$ cat config.mk
export PLATFORM = sky130hd
export DESIGN_NAME = wb_arbiter
export DESIGN_NICKNAME = d
export VERILOG_FILES = /design/src/rtl/wb_arbiter.sv
export SDC_FILE = /design/constraint.sdc
export NUM_CORES = 1
export LEC_CHECK = 0
export ABC_AREA = 1
export BUFFER_PORTS_ARGS = -buffer_cell sky130_fd_sc_hd__buf_2
export CORE_MARGIN = 2
export CORE_UTILIZATION = 42
export CTS_BUF_LIST = sky130_fd_sc_hd__clkbuf_8
export DETAILED_ROUTE_END_ITERATION = 7
export GPL_TIMING_DRIVEN = 0
export PLACE_DENSITY = 0.66
export SLEW_MARGIN = 10
export SYNTH_ARGS = -nofsm -noshare
export SYNTH_HDL_FRONTEND = slang
export SYNTH_SLANG_ARGS = --single-unit
$ cat constraint.sdc
create_clock -name clock -period 5 [get_ports clock]
set_clock_uncertainty 0.05 [all_clocks]
set_input_delay 0.75 -clock clock [delete_from_list [all_inputs] [get_ports clock]]
set_output_delay 0.75 -clock clock [all_outputs]
set_load 0.02 [all_outputs]
$ cat src/rtl/wb_arbiter.sv
// Writeback arbiter: merges ALU results and buffered load results into the
// single register-file write port and tracks pending loads for decode.
module wb_arbiter #(
    parameter int XLEN     = 32,
    parameter int RADDR_W  = 5,
    parameter int LQ_DEPTH = 2
) (
    input  logic               clock,
    input  logic               reset,
    input  logic               alu_valid,
    input  logic [RADDR_W-1:0] alu_rd,
    input  logic [XLEN-1:0]    alu_data,
    input  logic               ld_issue,
    input  logic [RADDR_W-1:0] ld_issue_rd,
    input  logic               ld_valid,
    output logic               ld_ready,
    input  logic [RADDR_W-1:0] ld_rd,
    input  logic [XLEN-1:0]    ld_data,
    input  logic [RADDR_W-1:0] rs1_addr,
    input  logic [RADDR_W-1:0] rs2_addr,
    output logic               hazard,
    output logic [RADDR_W-1:0] rd_addr,
    output logic [XLEN-1:0]    w_data,
    output logic               w_en
);

    localparam int PTR_W = $clog2(LQ_DEPTH);
    localparam int CNT_W = $clog2(LQ_DEPTH + 1);
    localparam int NREG  = 1 << RADDR_W;

    logic [RADDR_W-1:0] lq_rd   [LQ_DEPTH];
    logic [XLEN-1:0]    lq_data [LQ_DEPTH];
    logic [PTR_W-1:0]   head;
    logic [PTR_W-1:0]   tail;
    logic [CNT_W-1:0]   count;
    logic               pushed_q;
    logic [NREG-1:0]    busy;
    logic [NREG-1:0]    busy_next;
    logic               push;
    logic               pop;

    assign ld_ready = (count < CNT_W'(LQ_DEPTH));
    assign push     = ld_valid && ld_ready;

    // An entry pushed on the last edge is not yet eligible, giving the
    // two-cycle minimum load latency without any bypass path.
    assign pop = !alu_valid && (count > CNT_W'(pushed_q));

    assign hazard = ((rs1_addr != '0) && busy[rs1_addr])
                 || ((rs2_addr != '0) && busy[rs2_addr]);

    always_comb begin
        busy_next = busy;
        if (pop)
            busy_next[lq_rd[head]] = 1'b0;
        if (ld_issue && (ld_issue_rd != '0))
            busy_next[ld_issue_rd] = 1'b1;
    end

    always_ff @(posedge clock) begin
        if (push) begin
            lq_rd[tail]   <= ld_rd;
            lq_data[tail] <= ld_data;
        end
    end

    always_ff @(posedge clock or posedge reset) begin
        if (reset) begin
            head     <= '0;
            tail     <= '0;
            count    <= '0;
            pushed_q <= 1'b0;
            busy     <= '0;
            rd_addr  <= '0;
            w_data   <= '0;
            w_en     <= 1'b0;
        end else begin
            if (push)
                tail <= tail + PTR_W'(1);
            if (pop)
                head <= head + PTR_W'(1);
            count    <= count + CNT_W'(push) - CNT_W'(pop);
            pushed_q <= push;
            busy     <= busy_next;
            if (alu_valid) begin
                rd_addr <= alu_rd;
                w_data  <= alu_data;
                w_en    <= (alu_rd != '0);
            end else if (pop) begin
                rd_addr <= lq_rd[head];
                w_data  <= lq_data[head];
                w_en    <= (lq_rd[head] != '0);
            end else begin
                w_en <= 1'b0;
            end
        end
    end

`ifndef SYNTHESIS
    a_alu_busy: assert property (@(posedge clock) disable iff (reset)
        alu_valid |-> (alu_rd == '0 || !busy[alu_rd]));
    a_ld_idle: assert property (@(posedge clock) disable iff (reset)
        (push && ld_rd != '0) |-> busy[ld_rd]);
`endif

endmodule

After elaboration in Yosys (flattened, before gate mapping)
Memories as Yosys holds them, arrays and structs flattened.
Index checks and enable logic that the tools add are counted.
{"block": "classes", "n_lt_le_gt_ge": 8, "muxes": 18, "reduce_logical": 15, "bitwise": 3, "n_addsub": 4}
{"cell": "$mux 32", "count": 4}
{"cell": "$and 32x32->32", "count": 1}
{"cell": "$not 32->32", "count": 1}
{"cell": "$or 32x32->32", "count": 1}
{"cell": "$reduce_bool 5->1", "count": 5}
{"cell": "$lt 5x6->1 const B", "count": 4}
{"cell": "$bmux 1 s5", "count": 2}
{"cell": "$demux 1 s5", "count": 2}
{"cell": "$ge 5x1->1 const B", "count": 2}
{"cell": "$mux 5", "count": 2}
{"cell": "$mux 1", "count": 8}
{"cell": "$logic_and 1x1->1", "count": 7}
{"cell": "$add 1x1->1 const B", "count": 2}
{"cell": "$add 2x1->2", "count": 1}
{"cell": "$gt 2x1->1", "count": 1}
{"cell": "$lt 2x2->1 const B", "count": 1}
{"cell": "$reduce_bool 2->1", "count": 1}
{"cell": "$sub 2x1->2", "count": 1}
{"cell": "$logic_not 1->1", "count": 1}
{"cell": "$logic_or 1x1->1", "count": 1}
{"block": "totals", "word_cells": 58, "ff_bits": 75, "n_memories": 2, "ramBits": 74}
{"name": "lq_data", "words": 2, "width": 32, "read_ports": 1, "rd_clocked_by_memory_dff": 0, "wr": 1, "line": "32", "source": "logic [XLEN-1:0] lq_data [LQ_DEPTH];"}
{"name": "lq_rd", "words": 2, "width": 5, "read_ports": 1, "rd_clocked_by_memory_dff": 0, "wr": 1, "line": "31", "source": "logic [RADDR_W-1:0] lq_rd [LQ_DEPTH];"}

Logic depth before layout (Yosys ltp)
Gate-level depths: netlist of the first run.
An unclocked memory read counts as a cell.
{"block": "depth", "depth_word": 10, "ltp_mapped": 14, "depth_no_buf": 12}

Worst setup path after synthesis of the first run
Ideal clock, no wire load.
{"block": "synth_timing", "path_type": "input port to flip-flop", "from": "in ld_valid", "to": "mem lq_data[0][0], enable pin", "setup_time_ns": 0.431, "cell_stages": 4, "arrival_ns": 2.609, "path_slack_ns": 1.910, "cell_sequence": "inv_1 -> nor2_1 -> inv_1 -> nor2_1"}
{"block": "synth_between", "elab_chain_cells": 3}
{"item": "start, declared", "line": "15", "source": "input logic ld_valid,"}
{"item": "$logic_and 1x1->1", "line": "43", "source": "assign push = ld_valid && ld_ready;"}
{"item": "net push", "line": "39", "source": "logic push;"}
{"item": "$mux 1", "line": "61", "source": "if (push) begin"}
{"item": "$mux 1 (not written as such)", "line": "63", "source": "lq_data[tail] <= ld_data;"}
{"item": "end, declared", "line": "32"}
The timed path passes the listed nets, and every way through them passes these cells.

Worst setup path after layout of the first run
{"block": "layout_timing", "from": "in rs2_addr[1]", "to": "out hazard"}
{"block": "layout_between", "elab_chain_cells": 4}
{"item": "start, declared", "line": "20", "source": "input logic [RADDR_W-1:0] rs2_addr,"}
{"item": "$bmux 1 s5", "line": "50", "source": "|| ((rs2_addr != '0) && busy[rs2_addr]);"}
{"item": "$mux 1 (not written as such)", "line": "50"}
{"item": "$logic_and 1x1->1 (*)", "line": "50"}
{"item": "$logic_or 1x1->1 (*)", "line": "50"}
{"item": "end, declared", "line": "21", "source": "output logic hazard,"}
Mark *: on every way between the ends. The rest lies on a longest branch, timed or not. The select of a mux whose other input is x is not followed.

==> qor.yml, run 1 <==
floorplan:
  start_util_pct: 42.5
  rows: 46
  die_y_um: 130
  fp.coreArea_mm2: 0.0158
  ios: 134
  dieArea_mm2: 0.0170
  die_w_um: 130
pwr:
  internal_power_mw: 2.92
  power.density_mw_per_mm2: 572
  combPwrFrac_pct: 35.5
  p_sw_mw: 1.78
  power_frac_clock_pct: 23.5
  p_sw_share_pct: 37.9
  p_total_mw: 4.69
  p_leak_nw: 3.65
  vdd_drop_max_v: 0.000258
  seqPwrFrac_pct: 41.1
detailed_routing:
  drt_iter0_drc: 279
  routed_wl_um: 16900
  drcViolationCount: 0
  vias: 5512
  dr.pass1.iters: 5
  drtAntennaViolNets: 0
  viasPerCell: 5.03
  wl_per_cell_um: 15.5
yosys:
  synth-seq-cells: 149
  postSynthAreaPerCell_um2: 9.40
  synth_area_mm2: 0.00671
  synth_nets: 809
  async_flop_share_pct: 50.3
  synth_warnings: 0
  synth_top_area_share_pct: 33.1
  syn-instance-count: 713
  synth_top_flop_cell: "dfrtp_1"
  seq_area_frac_synth_pct: 61.1
  synth_area_leader_cell: "edfxtp_1"
  yosysUniqueCellTypes: 34
  synth-edff-count: 74
  synth_area_leaders: "edfxtp_1, dfrtp_1, nand2_1"
grt:
  antenna_found_initial: 2
  grt_pass1_vias: 5215
  overflow: 0
  track_usage_pct: 20.7
  grt_pass1_wl_um: 27000
  grt_start_max_net_pins: 54
setup_path:
  worstPathRequired_ps: 4200
  worst_path_most_repeated_cell: "nand2_1"
  reg2reg_setup_slack_ps: 3000
  critPathMaxStageDelay_ps: 290
  cp.arrival_ps: 2000
  slowest_stage: "clkinv_1"
  crit_path_end_kind: "primary output"
  crit_family: "buffers and inverters"
  reg2reg_from: "count[1]"
  start_kind: "input port"
  crit_buf_inv: 5
  crit_chain: "buf_2 > clkinv_1 > nand3_1 > nand2_1 > nand2_1 > nand2_1 > inv_1 > nand2_1 > nand2_1 > nand2_1 > inv_1 > nand2_1 > buf_2"
  path_max_fanout: 9
  r2r_end: "lq_data[0][22]"
  r2r_cells: 4
  crit_type: "input port to primary output"
place:
  place_area_mm2: 0.00771
  dp_hpwl_um: 12200
  gp_congestion: 0.877
  dp_cells: 1061
  io_buffers: 129
clock_network:
  cts_tree: "built"
  cts_resized: 0
  clock-root-buffer: "clkbuf_8"
  cts-htree-levels: 4
  cts_setup_buffers: 0
  cts_hold_buffers: 0
  clock_path_buffers: 2
  insertion_delay_ps: 430
  cts_sinks: 149
  cts_buffers: 17
  path_clk_slew_ps: 80
timing:
  setup_viol: 0
  whs_ps: 229
  relSlewSlack_pct: 46.2
  hold_viol: 0
  setup_tns_ps: 0
  rsz0062_at_grt: "false"
  period_needed_ps: 2800
  fmax_mhz: 357
  fin_crit_sh_pct: 56.1
  drv_slew: 0
  tightest_slew_ps: 805
hold_path:
  hold_class: "input port to async pin"
cells_and_area:
  finalInstanceArea_mm2: 0.00820
  nets: 960
  drive_above_1_share_pct: 22.9
  finalNonFillerCells: 1095
  area_delta_synth_final_pct: 22.3
run:
  maxCapViolCount: 0
run_status:
  outcome: "finished, final reports clean"
[layer usage]
layer | global-route usage (%) | part of all wire [%]
met4 | 6.07 | 0.86
met2 | 33.5 | 49
met5 | 0 | 0
met3 | 4.55 | 6.3
met1 | 28.1 | 44
[cells by family (layout without fill, tap and decap cells)]
group	after synthesis	after routing	synth area share (%)
AO/OA/AOI/OAI	139	139	11.2
XOR/XNOR	4	4	0.522
adder cells (fa/ha/maj)	2	2	0.373
buffers and inverters	92	256	5.78
flip-flops	149	149	61.1
other	0	2	0
AND/OR/NAND/NOR	327	327	21.0
[worst register-to-register path: stages, from the launching register on]
cell,delay [ps]
dfrtp_1,380
nor2_1,230
inv_1,180
nor2_4,650
buf_16,230
[cell usage in the layout (no fill, tap or decap), types with 2 or more instances in the layout]
cell	netlist	layout
dfrtp_1	75	75
clkbuf_1	11	11
nor2_4	1	3
ha_1	2	2
o21ai_1	33	33
bufinv_16	0	6
o211ai_1	4	4
clkbuf_8	0	18
buf_16	0	2
clkinv_4	0	2
nand2_1	210	210
inv_1	56	57
a31oi_1	2	2
o21ai_2	2	2
clkinv_1	1	2
clkinvlp_4	0	2
xor2_1	4	4
or2_2	2	2
o21ai_0	94	94
buf_4	5	5
edfxtp_1	74	74
inv_2	5	5
nand3_1	93	93
buf_2	13	142
nor2_1	11	9
nand2_4	2	2
diode_2	0	2
[power by group through the flow]
stage | combinational (mW) | sequential (mW) | clock (mW)
6_report | 1.66 | 1.93 | 1.10
3_5_place_dp | 1.67 | 1.95 | 0
5_1_grt | 1.86 | 1.97 | 1.18
3_3_place_gp | 1.60 | 1.95 | 0
4_1_cts | 1.67 | 1.93 | 1.11
2_1_floorplan | 0.916 | 2.10 | 0
[area by class of cell]
| class | instances | area, µm² |
|---|---|---|
| multi-input combinational | 472 | 2230 |
| inverter | 62 | 235 |
| timing repair buffer | 132 | 721 |
| clock inverter | 14 | 233 |
| fill | 1508 | 7570 |
| tap | 216 | 270 |
| sequential | 149 | 4100 |
| antenna | 2 | 5.00 |
| buffer | 30 | 155 |
| clock buffer | 18 | 248 |
[state kept, by name, indices dropped and copies added (netlist names)]
signal	flops
pushed_q	1
lq_rd	10
rd_addr	5
busy	32
tail	1
head	1
lq_data	64
count	2
w_en	1
w_data	32
[how the worst max path moves through the flow]
stage / cells past startpoint / slack, ps / endpoint / startpoint
after floorplan: 4 / 1910 / lq_data[0][0] / ld_valid
final: 13 / 2200 / hazard / rs2_addr[1]
after global placement: 5 / 700 / lq_data[0][10] / ld_valid
after CTS: 13 / 2210 / hazard / rs2_addr[1]
after global routing: 13 / 2030 / hazard / rs2_addr[1]
after detailed placement: 13 / 2210 / hazard / rs2_addr[1]
[Yosys cell counts (2+ instances only)]
cell	instances
buf_4	5
dfrtp_1	75
inv_1	56
o211ai_1	4
nand3_1	93
a31oi_1	2
o21ai_2	2
nor2_1	11
clkbuf_1	11
inv_2	5
or2_2	2
ha_1	2
xor2_1	4
nand2_1	210
nand2_4	2
buf_2	13
o21ai_1	33
edfxtp_1	74
o21ai_0	94
[through the flow]
step | util, % | setup slack [ps]
finish | 52.0 | 2200
global route | 52.0 | 2030
CTS | 52.0 | 2210
detailed placement | 48.9 | 2210
global placement | 48.3 | 695
floorplan | - | 1910
(Power assumes the default switching activity.)
==> run 2, diff against run 1 <==
--- a/config.mk
+++ b/config.mk
@@ -12,7 +12,7 @@
 export CTS_BUF_LIST = sky130_fd_sc_hd__clkbuf_8
 export DETAILED_ROUTE_END_ITERATION = 7
 export GPL_TIMING_DRIVEN = 0
-export PLACE_DENSITY = 0.66
+export PLACE_DENSITY = 0.68
 export SLEW_MARGIN = 10
 export SYNTH_ARGS = -nofsm -noshare
 export SYNTH_HDL_FRONTEND = slang
==> constraint.sdc (replaced) <==
create_clock -name clock -period 2.45 [get_ports clock]
set_clock_uncertainty 0.05 [all_clocks]
set_input_delay 0.3675 -clock clock [delete_from_list [all_inputs] [get_ports clock]]
set_output_delay 0.3675 -clock clock [all_outputs]
set_load 0.02 [all_outputs]
==> qor.yml, run 2 (synthesized netlist as in run 1, its figures left out) <==
grt:
  grt_start_max_net_pins: 56
  track_usage_pct: 21.1
  grt_pass1_wl_um: 27300
  antenna_found_initial: 4
  grt_pass1_vias: 5262
  overflow: 0
cells_and_area:
  largest_reg_flops: 64
  area_delta_synth_final_pct: 21.5
  finalNonFillerCells: 1097
  mostFrequentLayoutCell: "nand2_1"
  largest-register: "lq_data"
  layout_common_cells: "nand2_1, buf_2, o21ai_0"
  reg_top3: "lq_data (64), busy (32), w_data (32)"
  fin_util_pct: 51.7
  drive_above_1_share_pct: 23.0
  nets: 961
place:
  io_buffers: 129
  gp_congestion: 0.851
  detailedPlace.worstSlack_ps: 416
  dp_cells: 1061
  dp_hpwl_um: 12300
setup_path:
  worstPathRequired_ps: 2030
  crit_path_end_kind: "primary output"
  cp.arrival_ps: 1650
  crit_type: "flip-flop to primary output"
  start_kind: "flip-flop"
  path_max_fanout: 2
detailed_routing:
  routed_wl_um: 17200
  viasPerCell: 5.06
  vias: 5549
  drt_iter0_drc: 269
  drtAntennaViolNets: 0
  dr.pass1.iters: 5
  wl_per_cell_um: 15.7
  drcViolationCount: 0
pwr:
  p_sw_mw: 3.65
  p_sw_share_pct: 39.0
  internal_power_mw: 5.70
  power_frac_clock_pct: 21.6
  seqPwrFrac_pct: 42.2
  p_leak_nw: 3.62
  p_total_mw: 9.35
  vdd_drop_max_v: 0.000497
  combPwrFrac_pct: 36.3
  power.density_mw_per_mm2: 1150
floorplan:
  ios: 134
  die_w_um: 130
  fp.coreArea_mm2: 0.0158
  rows: 46
  start_util_pct: 42.5
  die_y_um: 130
  dieArea_mm2: 0.0170
timing:
  period_needed_ps: 2070
  rsz0062_at_grt: "false"
  setup_viol: 0
  fmax_mhz: 483
  drv_slew: 0
  fin_crit_sh_pct: 84.6
  relSlewSlack_pct: 58.9
  hold_viol: 0
  tightest_slew_ps: 617
  fin_ws_ps: 378
  whs_ps: 46.0
clock_network:
  path_clk_slew_ps: 80
  cts_buffers: 17
  clock-root-buffer: "clkbuf_8"
  cts_tree: "built"
  cts-htree-levels: 4
  insertion_delay_ps: 450
  cts_setup_buffers: 0
  cts_sinks: 149
  clock_path_buffers: 2
run_status:
  outcome: "finished, final reports clean"
run:
  maxCapViolCount: 0
hold_path:
  hold_class: "input port to flip-flop"
## run 2: changes by cell type in the layout (fill, tap and decap cells not counted), moves of 2 or more
cell	delta
bufinv_16	-2
diode_2	+2
clkinv_2	+4
inv_1	-2
## run 2: per-stage QoR
stage	instance area (µm²)	setup TNS (ps)
after floorplan	6710	-19080
after global placement	7620	-172260
after detailed placement	7710	0
after CTS	8140	0
after global routing	8140	0
final	8150	0
## run 2: worst max-delay path: stages, from the launching register on
cell,delay (ps)
dfrtp_1,400
inv_1,90
nand2_1,60
nand3_1,70
nand2_1,80
nand2_1,60
nand2_1,40
inv_1,40
nand2_1,40
nand2_1,50
nand2_1,50
inv_1,50
nand2_1,40
buf_2,150
## run 2: layout make-up
type                       instances  area [µm²]
inverter                          62         235
clock inverter                    14         185
timing repair buffer             133         723
buffer                            30         155
sequential                       149        4100
clock buffer                      17         234
antenna                            4        10.0
tap                              216         270
multi-input combinational        472        2230
fill                            1482        7620
## run 2: repair_timing
item	4_1_cts	5_1_grt
gates resized for setup	0	0
hold buffers	1	0
endpoints found under the hold margin	20	0
## run 2: worst paths after layout
path / start / endpoint / slack, ps / cells past startpoint
worst max-delay path: busy[17] / hazard / 380 / 13
worst min-delay path: ld_data[21] / lq_data[0][21] / 50 / 1
worst max register to register: count[0] / busy[27] / 530 / 9
worst min register to register: count[1] / pushed_q / 420 / 1
max in group asynchronous: reset / head / 1400 / 4
min in group asynchronous: reset / w_data[7] / 390 / 3
## run 2: metal layers
metal  GRT usage (%)  wire, µm  vias to the layer above
li1                -         -                     2714
met1            28.6      7460                     2613
met2            33.7      8240                      195
met3            4.43      1120                       27
met4            8.26       371                        0
met5               0         0                        -
## run 2: power groups by stage
stage	Clock (mW)	Combinational [mW]	Sequential, mW
finish	2.02	3.39	3.94
global route	2.14	3.82	4.04
CTS	2.04	3.41	3.94
detailed placement	0	3.40	3.98
global placement	0	3.25	3.99
floorplan	0	1.87	4.29
